==> config.mk <==
export PLATFORM = sky130hd
export DESIGN_NAME = ex_stage
export DESIGN_NICKNAME = d
export VERILOG_FILES = /design/src/rtl/ex_stage_pkg.sv /design/src/rtl/ex_stage_alu16.sv /design/src/rtl/ex_stage.sv
export SDC_FILE = /design/constraint.sdc
export NUM_CORES = 1
export LEC_CHECK = 0
export ABC_AREA = 1
export CAP_MARGIN = 5
export CORE_ASPECT_RATIO = 1.25
export CORE_MARGIN = 1
export CORE_UTILIZATION = 29
export DETAILED_ROUTE_END_ITERATION = 10
export PLACE_DENSITY = 0.48
export SLEW_MARGIN = 20
export SYNTH_ARGS = -nofsm -noshare
export SYNTH_HDL_FRONTEND = slang
export SYNTH_SLANG_ARGS = --single-unit
==> constraint.sdc <==
create_clock -name clk -period 18.9 [get_ports clk]
set_clock_uncertainty 0.05 [all_clocks]
set_input_delay 5.67 -clock clk [delete_from_list [all_inputs] [get_ports clk]]
set_output_delay 5.67 -clock clk [all_outputs]
set_load 0.05 [all_outputs]
==> src/rtl/ex_stage_pkg.sv <==
// Shared definitions for the WISC execute stage.
// Contains opcode, branch-condition and forwarding-select encodings, the
// flag bit indices of the {Z,V,N} register, and saturation helpers used by
// the ALU.
package ex_stage_pkg;

    localparam int DW = 16;
    localparam int RW = 4;

    localparam logic [3:0] OP_ADD    = 4'h0;
    localparam logic [3:0] OP_SUB    = 4'h1;
    localparam logic [3:0] OP_XOR    = 4'h2;
    localparam logic [3:0] OP_RED    = 4'h3;
    localparam logic [3:0] OP_SLL    = 4'h4;
    localparam logic [3:0] OP_SRA    = 4'h5;
    localparam logic [3:0] OP_ROR    = 4'h6;
    localparam logic [3:0] OP_PADDSB = 4'h7;
    localparam logic [3:0] OP_LW     = 4'h8;
    localparam logic [3:0] OP_SW     = 4'h9;
    localparam logic [3:0] OP_LLB    = 4'hA;
    localparam logic [3:0] OP_LHB    = 4'hB;
    localparam logic [3:0] OP_B      = 4'hC;
    localparam logic [3:0] OP_BR     = 4'hD;
    localparam logic [3:0] OP_PCS    = 4'hE;
    localparam logic [3:0] OP_HLT    = 4'hF;

    localparam logic [2:0] CCC_NE  = 3'b000;
    localparam logic [2:0] CCC_EQ  = 3'b001;
    localparam logic [2:0] CCC_GT  = 3'b010;
    localparam logic [2:0] CCC_LT  = 3'b011;
    localparam logic [2:0] CCC_GTE = 3'b100;
    localparam logic [2:0] CCC_LTE = 3'b101;
    localparam logic [2:0] CCC_OV  = 3'b110;
    localparam logic [2:0] CCC_UN  = 3'b111;

    localparam logic [1:0] FWD_IDEX  = 2'b00;
    localparam logic [1:0] FWD_EXMEM = 2'b01;
    localparam logic [1:0] FWD_MEMWB = 2'b10;

    localparam int FLAG_Z = 2;
    localparam int FLAG_V = 1;
    localparam int FLAG_N = 0;

    // Saturate a 17-bit signed sum/difference to 16 bits.
    // Returns {overflow, saturated_result}.
    function automatic logic [16:0] sat16(input logic [16:0] s);
        if (s[16] != s[15])
            return {1'b1, (s[16] ? 16'h8000 : 16'h7FFF)};
        else
            return {1'b0, s[15:0]};
    endfunction

    // Signed 4-bit saturating add (+7 / -8).
    function automatic logic [3:0] sat_add4(input logic [3:0] x, input logic [3:0] y);
        logic [4:0] s;
        s = {x[3], x} + {y[3], y};
        if (s[4] != s[3])
            return s[4] ? 4'h8 : 4'h7;
        else
            return s[3:0];
    endfunction

endpackage

==> src/rtl/ex_stage_alu16.sv <==
// alu16: purely combinational 16-bit WISC ALU.
// Ports:
//   opcode  in  4   effective opcode (LLB/LHB already resolved by caller)
//   a, b    in  16  forwarded operands
//   imm     in  16  sign-extended immediate (shift amount in imm[3:0])
//   result  out 16  ALU result / memory address
//   z, v, n out 1   flag values computed from this result
//   set_zvn out 1   instruction writes Z, V and N
//   set_z   out 1   instruction writes Z only
module alu16
    import ex_stage_pkg::*;
(
    input  logic [3:0]  opcode,
    input  logic [15:0] a,
    input  logic [15:0] b,
    input  logic [15:0] imm,
    output logic [15:0] result,
    output logic        z,
    output logic        v,
    output logic        n,
    output logic        set_zvn,
    output logic        set_z
);

    logic [16:0] add_sat;
    logic [16:0] sub_sat;
    logic [8:0]  red_hi;
    logic [8:0]  red_lo;
    logic [3:0]  sh;
    logic [31:0] rot;
    logic [15:0] imm_x2;

    assign add_sat = sat16({a[15], a} + {b[15], b});
    assign sub_sat = sat16({a[15], a} - {b[15], b});
    // Byte sums are kept at 9 bits so they cannot overflow before the final add.
    assign red_hi  = {a[15], a[15:8]} + {b[15], b[15:8]};
    assign red_lo  = {a[7], a[7:0]} + {b[7], b[7:0]};
    assign sh      = imm[3:0];
    // Rotating the doubled word right means amount 0 leaves a unchanged.
    assign rot     = {a, a} >> sh;
    assign imm_x2  = {imm[14:0], 1'b0};

    always_comb begin
        result  = 16'h0000;
        v       = 1'b0;
        set_zvn = 1'b0;
        set_z   = 1'b0;
        case (opcode)
            OP_ADD: begin
                result  = add_sat[15:0];
                v       = add_sat[16];
                set_zvn = 1'b1;
            end
            OP_SUB: begin
                result  = sub_sat[15:0];
                v       = sub_sat[16];
                set_zvn = 1'b1;
            end
            OP_XOR: begin
                result = a ^ b;
                set_z  = 1'b1;
            end
            OP_RED:  result = {{7{red_hi[8]}}, red_hi} + {{7{red_lo[8]}}, red_lo};
            OP_SLL: begin
                result = a << sh;
                set_z  = 1'b1;
            end
            OP_SRA: begin
                result = $signed(a) >>> sh;
                set_z  = 1'b1;
            end
            OP_ROR: begin
                result = rot[15:0];
                set_z  = 1'b1;
            end
            OP_PADDSB: result = {sat_add4(a[15:12], b[15:12]), sat_add4(a[11:8], b[11:8]),
                                 sat_add4(a[7:4], b[7:4]), sat_add4(a[3:0], b[3:0])};
            OP_LW, OP_SW: result = (a & 16'hFFFE) + imm_x2;
            OP_LLB:  result = (a & 16'hFF00) | {8'h00, imm[7:0]};
            OP_LHB:  result = (a & 16'h00FF) | {imm[7:0], 8'h00};
            default: result = 16'h0000;
        endcase
    end

    assign z = (result == 16'h0000);
    assign n = result[15];

endmodule

==> src/rtl/ex_stage.sv <==
// ex_stage: execute stage of the 5-stage WISC pipeline.
// Applies operand forwarding, runs the ALU, owns the {Z,V,N} flag register,
// resolves branches combinationally and registers the EX/MEM latch.
// Ports:
//   clk, rst                 clock, synchronous active-high reset
//   en, flush                advance / bubble control for EX/MEM and flags
//   valid_in, opcode_in, ccc_in, *_in control, wreg_in, npc_in, a_in, b_in, imm_in
//                            ID/EX latch contents
//   fwd_a_sel, fwd_b_sel     00/11 ID/EX, 01 EX/MEM, 10 MEM/WB
//   exmem_fwd, memwb_fwd     forwarded results
//   br_taken, br_target      combinational branch resolution
//   flags_out                registered {Z,V,N}
//   *_out                    registered EX/MEM latch
//
// Pipeline control: each rising edge applies, in priority order,
// rst (clear everything), flush (insert a bubble: control/valid/wreg/data 0,
// flags held), !en (hold every register), otherwise capture. Flags change only
// on a captured cycle carrying a valid instruction.
module ex_stage
    import ex_stage_pkg::*;
(
    input  logic          clk,
    input  logic          rst,
    input  logic          en,
    input  logic          flush,
    input  logic          valid_in,
    input  logic [3:0]    opcode_in,
    input  logic [2:0]    ccc_in,
    input  logic          RegWrite_in,
    input  logic          MemRead_in,
    input  logic          MemWrite_in,
    input  logic          MemtoReg_in,
    input  logic          Lower_in,
    input  logic          Higher_in,
    input  logic          BEn_in,
    input  logic          Br_in,
    input  logic          PCS_in,
    input  logic [RW-1:0] wreg_in,
    input  logic [DW-1:0] npc_in,
    input  logic [DW-1:0] a_in,
    input  logic [DW-1:0] b_in,
    input  logic [DW-1:0] imm_in,
    input  logic [1:0]    fwd_a_sel,
    input  logic [1:0]    fwd_b_sel,
    input  logic [DW-1:0] exmem_fwd,
    input  logic [DW-1:0] memwb_fwd,
    output logic          br_taken,
    output logic [DW-1:0] br_target,
    output logic [2:0]    flags_out,
    output logic          RegWrite_out,
    output logic          MemRead_out,
    output logic          MemWrite_out,
    output logic          MemtoReg_out,
    output logic          valid_out,
    output logic [RW-1:0] wreg_out,
    output logic [DW-1:0] result_out,
    output logic [DW-1:0] store_out
);

    logic [DW-1:0] fwd_a;
    logic [DW-1:0] fwd_b;
    logic [3:0]    alu_op;
    logic [DW-1:0] alu_result;
    logic          alu_z, alu_v, alu_n;
    logic          alu_set_zvn, alu_set_z;
    logic [DW-1:0] result_d;
    logic          cond;
    logic          fz, fv, fn;
    logic          capture;

    always_comb begin
        case (fwd_a_sel)
            FWD_EXMEM: fwd_a = exmem_fwd;
            FWD_MEMWB: fwd_a = memwb_fwd;
            default:   fwd_a = a_in;
        endcase
        case (fwd_b_sel)
            FWD_EXMEM: fwd_b = exmem_fwd;
            FWD_MEMWB: fwd_b = memwb_fwd;
            default:   fwd_b = b_in;
        endcase
    end

    // Decode marks byte loads explicitly; those flags pick the LLB/LHB datapath.
    always_comb begin
        if (Lower_in)
            alu_op = OP_LLB;
        else if (Higher_in)
            alu_op = OP_LHB;
        else
            alu_op = opcode_in;
    end

    alu16 u_alu (
        .opcode  (alu_op),
        .a       (fwd_a),
        .b       (fwd_b),
        .imm     (imm_in),
        .result  (alu_result),
        .z       (alu_z),
        .v       (alu_v),
        .n       (alu_n),
        .set_zvn (alu_set_zvn),
        .set_z   (alu_set_z)
    );

    assign result_d = PCS_in ? npc_in : alu_result;

    // Branches test the flags left by the previous instruction.
    assign fz = flags_out[FLAG_Z];
    assign fv = flags_out[FLAG_V];
    assign fn = flags_out[FLAG_N];

    always_comb begin
        case (ccc_in)
            CCC_NE:  cond = !fz;
            CCC_EQ:  cond = fz;
            CCC_GT:  cond = !fz && !fn;
            CCC_LT:  cond = fn;
            CCC_GTE: cond = fz || !fn;
            CCC_LTE: cond = fn || fz;
            CCC_OV:  cond = fv;
            default: cond = 1'b1;
        endcase
    end

    assign br_taken  = !rst && valid_in && BEn_in && cond;
    assign br_target = Br_in ? fwd_a : npc_in + {imm_in[DW-2:0], 1'b0};

    assign capture = en && !flush && valid_in;

    always_ff @(posedge clk) begin
        if (rst) begin
            flags_out <= 3'b000;
        end else if (capture) begin
            if (alu_set_zvn) begin
                flags_out <= {alu_z, alu_v, alu_n};
            end else if (alu_set_z) begin
                flags_out[FLAG_Z] <= alu_z;
            end
        end
    end

    always_ff @(posedge clk) begin
        if (rst || flush) begin
            RegWrite_out <= 1'b0;
            MemRead_out  <= 1'b0;
            MemWrite_out <= 1'b0;
            MemtoReg_out <= 1'b0;
            valid_out    <= 1'b0;
            wreg_out     <= '0;
            result_out   <= '0;
            store_out    <= '0;
        end else if (en) begin
            // Control bits of a non-instruction are squashed so it cannot write state.
            RegWrite_out <= RegWrite_in && valid_in;
            MemRead_out  <= MemRead_in && valid_in;
            MemWrite_out <= MemWrite_in && valid_in;
            MemtoReg_out <= MemtoReg_in && valid_in;
            valid_out    <= valid_in;
            wreg_out     <= wreg_in;
            result_out   <= result_d;
            store_out    <= fwd_b;
        end
    end

endmodule

# Yosys cells after proc, flatten, opt, wreduce, memory -nomap -nowiden
# Cells that the tools add are included.
[classes] shift=3 bitwise=3 reduce_logical=26 n_addsub=11 muxes=25 n_eq_ne=27
[op_table] op="16-bit one-hot mux with 11 select lines" n=1
[op_table] op="16-bit two-way mux" n=4
[op_table] op="16-bit one-hot mux with 2 select lines" n=2
[op_table] op="4-bit two-way mux" n=10
[op_table] op="17-bit two-way mux" n=2
[op_table] op="16-bit adder" n=2
[op_table] op="32-bit by 4-bit >> shifter with 16-bit output" n=1
[op_table] op="4-bit by 4-bit adder with 5-bit output" n=4
[op_table] op="8-bit by 8-bit adder with 9-bit output" n=2
[op_table] op="16-bit by 16-bit adder with 17-bit output" n=1
[op_table] op="16-bit by 16-bit subtractor with 17-bit output" n=1
[op_table] op="4-bit by 3-bit == test with 1-bit output (second input constant)" n=4
[op_table] op="4-bit == test (second input constant)" n=4
[op_table] op="16-bit logical NOT" n=1
[op_table] op="16-bit by 8-bit bitwise OR with 16-bit output" n=1
[op_table] op="8-bit by 16-bit bitwise OR with 16-bit output" n=1
[op_table] op="16-bit by 4-bit left shift with 16-bit output" n=1
[op_table] op="16-bit by 4-bit >>> shifter with 16-bit output" n=1
[op_table] op="16-bit bitwise XOR" n=1
[op_table] op="9-bit by 9-bit adder with 10-bit output" n=1
[op_table] op="1-bit logical AND" n=10
[op_table] op="3-bit == test (second input constant)" n=3
[op_table] op="4-bit by 2-bit == test with 1-bit output (second input constant)" n=2
[op_table] op="1-bit one-hot mux with 7 select lines" n=1
[op_table] op="other kinds (16)" n=34
[totals] inputBits=125 register_bits=44 elab_cells=105 out_inout_bits=61

# Longest topological paths before layout
[logic_depth] ltp_word=9 mapped_depth=35 depth_no_buf=32

# Hierarchy
# A second synthesis with hierarchy kept.
[hier_totals] hier_cells=2022 hier_area_um2=10945.5
[modules_own_cells] mod="alu16" cells_each=1401 seq_area_each_um2=0.0 n_inst=1 area_per_inst_um2=7181.9
[modules_own_cells] mod="ex_stage" cells_each=621 seq_area_each_um2=880.8 n_inst=1 area_per_inst_um2=3763.6

# Worst setup path before layout
# Ideal clock, no wire load.
[synth_timing] kind="input port to output port" startpoint="input port imm_in[1]" endpoint="output port br_target[15]" cell_stages=17 required_ps=13180 n_path_buf=2 path_slack_ps=4190 t_arrival_ps=8990 cell_sequence="buf_2 > clkinv_1 > clkbuf_1 > fa_1 > inv_1 > nand2_1 > nand2_1 > a21oi_1 > o21ai_0 > nand2_1 > nand2_1 > a21oi_1 > o21ai_0 > nand3_1 > o21ai_0 > xor2_1 > o21ai_0"
[synth_between] elab_chain_cells=2
[synth_lines] element="from (decl)" line="ex_stage.sv:42" rtl="input logic [DW-1:0] imm_in,"
[synth_lines] element="16-bit adder" line="ex_stage.sv:128" rtl="assign br_target = Br_in ? fwd_a : npc_in + {imm_in[DW-2:0], 1'b0};"
[synth_lines] element="16-bit two-way mux" line="ex_stage.sv:128"
[synth_lines] element="to (decl)" line="ex_stage.sv:48" rtl="output logic [DW-1:0] br_target,"
# No other way between the ends.

# Worst setup path in the final report
# Ends and elaborated chain as after synthesis.

==> metrics <==
post-CTS clock slew at the launch and capture registers of the worst setup and hold paths 0.07 ns; largest incremental delay on the critical path 0.85 ns; vias in the first global route approximately 12000; Antenna diodes 0; Post-Syn Area 9998 sq um; maximum clock insertion buffer count 2; drt initial violations ~910; TritonCTS clock tree built; All-Layer GR Usage 0.2696; Cells after Synth 1816; largest net degree at the start of global routing between 40 and 50; buffer type at the clock tree root sky130_fd_sc_hd__clkbuf_16; number of flip-flops and latches in the synthesized netlist 44; Via density 5.244; mux cell area share after synthesis 0; first-pass GRT wire length 71350 microns; setup-violating endpoint count in the final report 0; share of synthesized cell area in and, or, nand and nor gates 0.4749; Worst Tran Pin Value 1.072 ns; placed standard-cell area approximately 12000 sq um; fin nets 2177; total number of yosys warnings 0; leakage power total around 6 nW; Synth Area in Compound Gates 0.1550; combinational share of power 0.778; commonest non-fill, non-tap cell in the layout sky130_fd_sc_hd__nand2_1; Startpoint Class input port; Post-CTS Hold Buffers 0; Final HPWL DP 40160 microns; classification of the worst setup path input port to primary output; Cell Count, Final, Fillers Out 2373; First-pass DRT Iterations 6; Final Cycle Share 0.8247; synthesized area per cell 5.506 sq um; number of CTS-inserted buffers 5; average wire per cell in the routed design 20.27 microns; clock network power share 0.113; Worst setup EP type primary output; source-to-sink clock delay at the later pin of the worst-skew pair 0.29 ns; io pins approximately 190; share of layout cells above drive strength 1 0.04513; commonest cells after routing, fill and taps aside sky130_fd_sc_hd__nand2_1 (523), sky130_fd_sc_hd__nand3_1 (250), sky130_fd_sc_hd__inv_1 (200); Peak Freq around 64 MHz; final routed DRC violation total 0; net count of the mapped netlist 2044; net load switching power 513.6 uW; setup slack after placement 3.362 ns; portion of total power attributed to sequential cells 0.109; final weighted congestion of routability-driven global placement 0.9839; dominant combinational cell family by area after synthesis simple AND/OR/NAND/NOR gates; aggregate routed wire length roughly 48000 microns; Layout area overhead 22.93%; power density of the placed cells 72.99 nW/um^2; count of antenna-violating nets left after detailed routing 0; data required time of the critical path roughly 13 ns; count of port buffers added during placement 184; crit-path cells clkdlybuf4s50_1, buf_4, clkinv_1, buf_4, fa_1, inv_1, nand2_1, nand2_1, a21oi_1, o21ai_0, nand2_1, nand2_1, a21oi_1, o21ai_0, nand3_1, o21ai_0, xor2_1, o21ai_0, clkdlybuf4s50_1; adder and majority cell fraction of the synthesized area 0.1469; Max stage delay cell, worst path sky130_fd_sc_hd__clkdlybuf4s50_1; total number of clock tree sinks 44; Worst Path Max Fanout 36; worst min path class flop to flop; Sw Share 0.5725; area of the die roughly 35000 sq um; unrepaired setup endpoints after global routing no; total negative slack 0 ns; share of the synthesized netlist area taken by xor and xnor gates 0.02015; initial antenna violation count 0; Placed Instances 2365; overall die height 209.6 microns; number of max-slew violations in the final report 0; Hold Vio Cnt, Final 0; shortest clock period the worst path allows after layout between 15 and 20 ns; worst vdd rail ir drop 45.16 uV; H-tree depth 2; internal power consumption 383.5 uW; smallest hold slack 0.4091 ns; vias after detailed routing 12440; overall overflow remaining after global route 0; fin area 12290 sq um; final worst setup slack 3.314 ns; worst rel slew slack 0.2828; Critical Path AT 9.87 ns; Post-CTS Setup Inserts 0; cts repair resizes 0; effective utilization at floorplan 0.2960; Seq/Total Area, Yosys 0.08810; status completed; Fill cells between 3000 and 4000; core box area 33780 sq um; chip width about 170 microns; num rows 75; Max Cap Viol 0; distinct cell type count after synthesis 49
area by class of cell:
type / instances / area (sq um) / share of cell area
Multi-Input combinational cell: 1485 / 7971 / 0.6486
Timing Repair Buffer: 193 / 1909 / 0.1554
Sequential cell: 44 / 880.8 / 0.07167
Inverter: 220 / 828.3 / 0.06739
Tap cell: 423 / 529.3 / 0.04306
Clock buffer: 5 / 125.1 / 0.01018
Clock inverter: 3 / 46.29 / 0.003767
registers in the layout (all words and copies together) (netlist names):
| register | count |
|---|---|
| MemRead_out | 1 |
| MemWrite_out | 1 |
| MemtoReg_out | 1 |
| RegWrite_out | 1 |
| flags_out | 3 |
| result_out | 16 |
| store_out | 16 |
| valid_out | 1 |
| wreg_out | 4 |
synthesized netlist by cell type (all sizes together):
cell type	number	share of area
dfxtp	44	0.088
or2	22	0.015
o22ai	8	0.0050
a22oi	5	0.0038
clkbuf	35	0.013
a21o	2	0.0015
nand4	16	0.010
nor3	17	0.0090
nor2	201	0.078
inv	215	0.081
a21oi	120	0.061
o31a	1	0.00088
ha	79	0.099
buf	32	0.019
nand3	261	0.14
xor2	12	0.011
o21ai	109	0.055
a211oi	5	0.0038
a31oi	1	0.00063
nor4	1	0.00063
nand3b	6	0.0045
a22o	15	0.013
and2	2	0.0013
o21bai	5	0.0038
fa	24	0.048
nand2	552	0.22
and3	1	0.00063
a221oi	1	0.00088
clkinv	5	0.0019
xnor2	11	0.0096
o211ai	4	0.0030
a21boi	4	0.0030
worst paths after layout:
path,start,end,slack [ns],depth (start not counted)
hold / removal,wreg_out[3],wreg_out[3],0.41,2
hold reg to reg,wreg_out[3],wreg_out[3],0.41,2
setup reg to reg,flags_out[1],flags_out[1],18.13,4
setup / recovery,imm_in[1],br_target[15],3.31,19
cells by family after synthesis:
group / Yosys count
AND/OR/NAND/NOR: 1079
buffers and inverters: 287
AO/OA/AOI/OAI: 280
adder cells (fa/ha/maj): 103
flip-flops: 44
XOR/XNOR: 23
critical path: cells and delay by family:
family	cells	cell delay, ns
AOI/OAI and AO/OA	6	1.06
xor gates and xnor gates	1	0.09
adders and majority gates	1	0.42
buffers and inverters	6	2.14
and+or+nand+nor	5	0.47
metal layers:
| metal | track usage | up-vias | share of wire |
|---|---|---|---|
| li1 | - | 6180 | - |
| met1 | 0.3321 | 5747 | 0.42 |
| met2 | 0.4733 | 434 | 0.48 |
| met3 | 0.01999 | 83 | 0.052 |
| met4 | 0.1310 | 0 | 0.050 |
| met5 | 0 | - | 0 |
metrics by stage:
stage	power, mW	utilization
2_1_floorplan	0.5712	-
3_3_place_gp	0.7859	0.3587
3_5_place_dp	0.7885	0.3587
4_1_cts	0.8956	0.3637
5_1_grt	0.9744	0.3638
6_report	0.8970	0.3638
power groups by stage:
stage / sequential [mW] / clock, mW / combinational [mW]
floorplan: 0.112 / 0 / 0.459
global placement: 0.100 / 0 / 0.686
detailed placement: 0.100 / 0 / 0.688
global route: 0.0984 / 0.109 / 0.767
CTS: 0.0980 / 0.106 / 0.692
finish: 0.0980 / 0.102 / 0.698
Note: power is estimated with default switching activity, not from simulation.
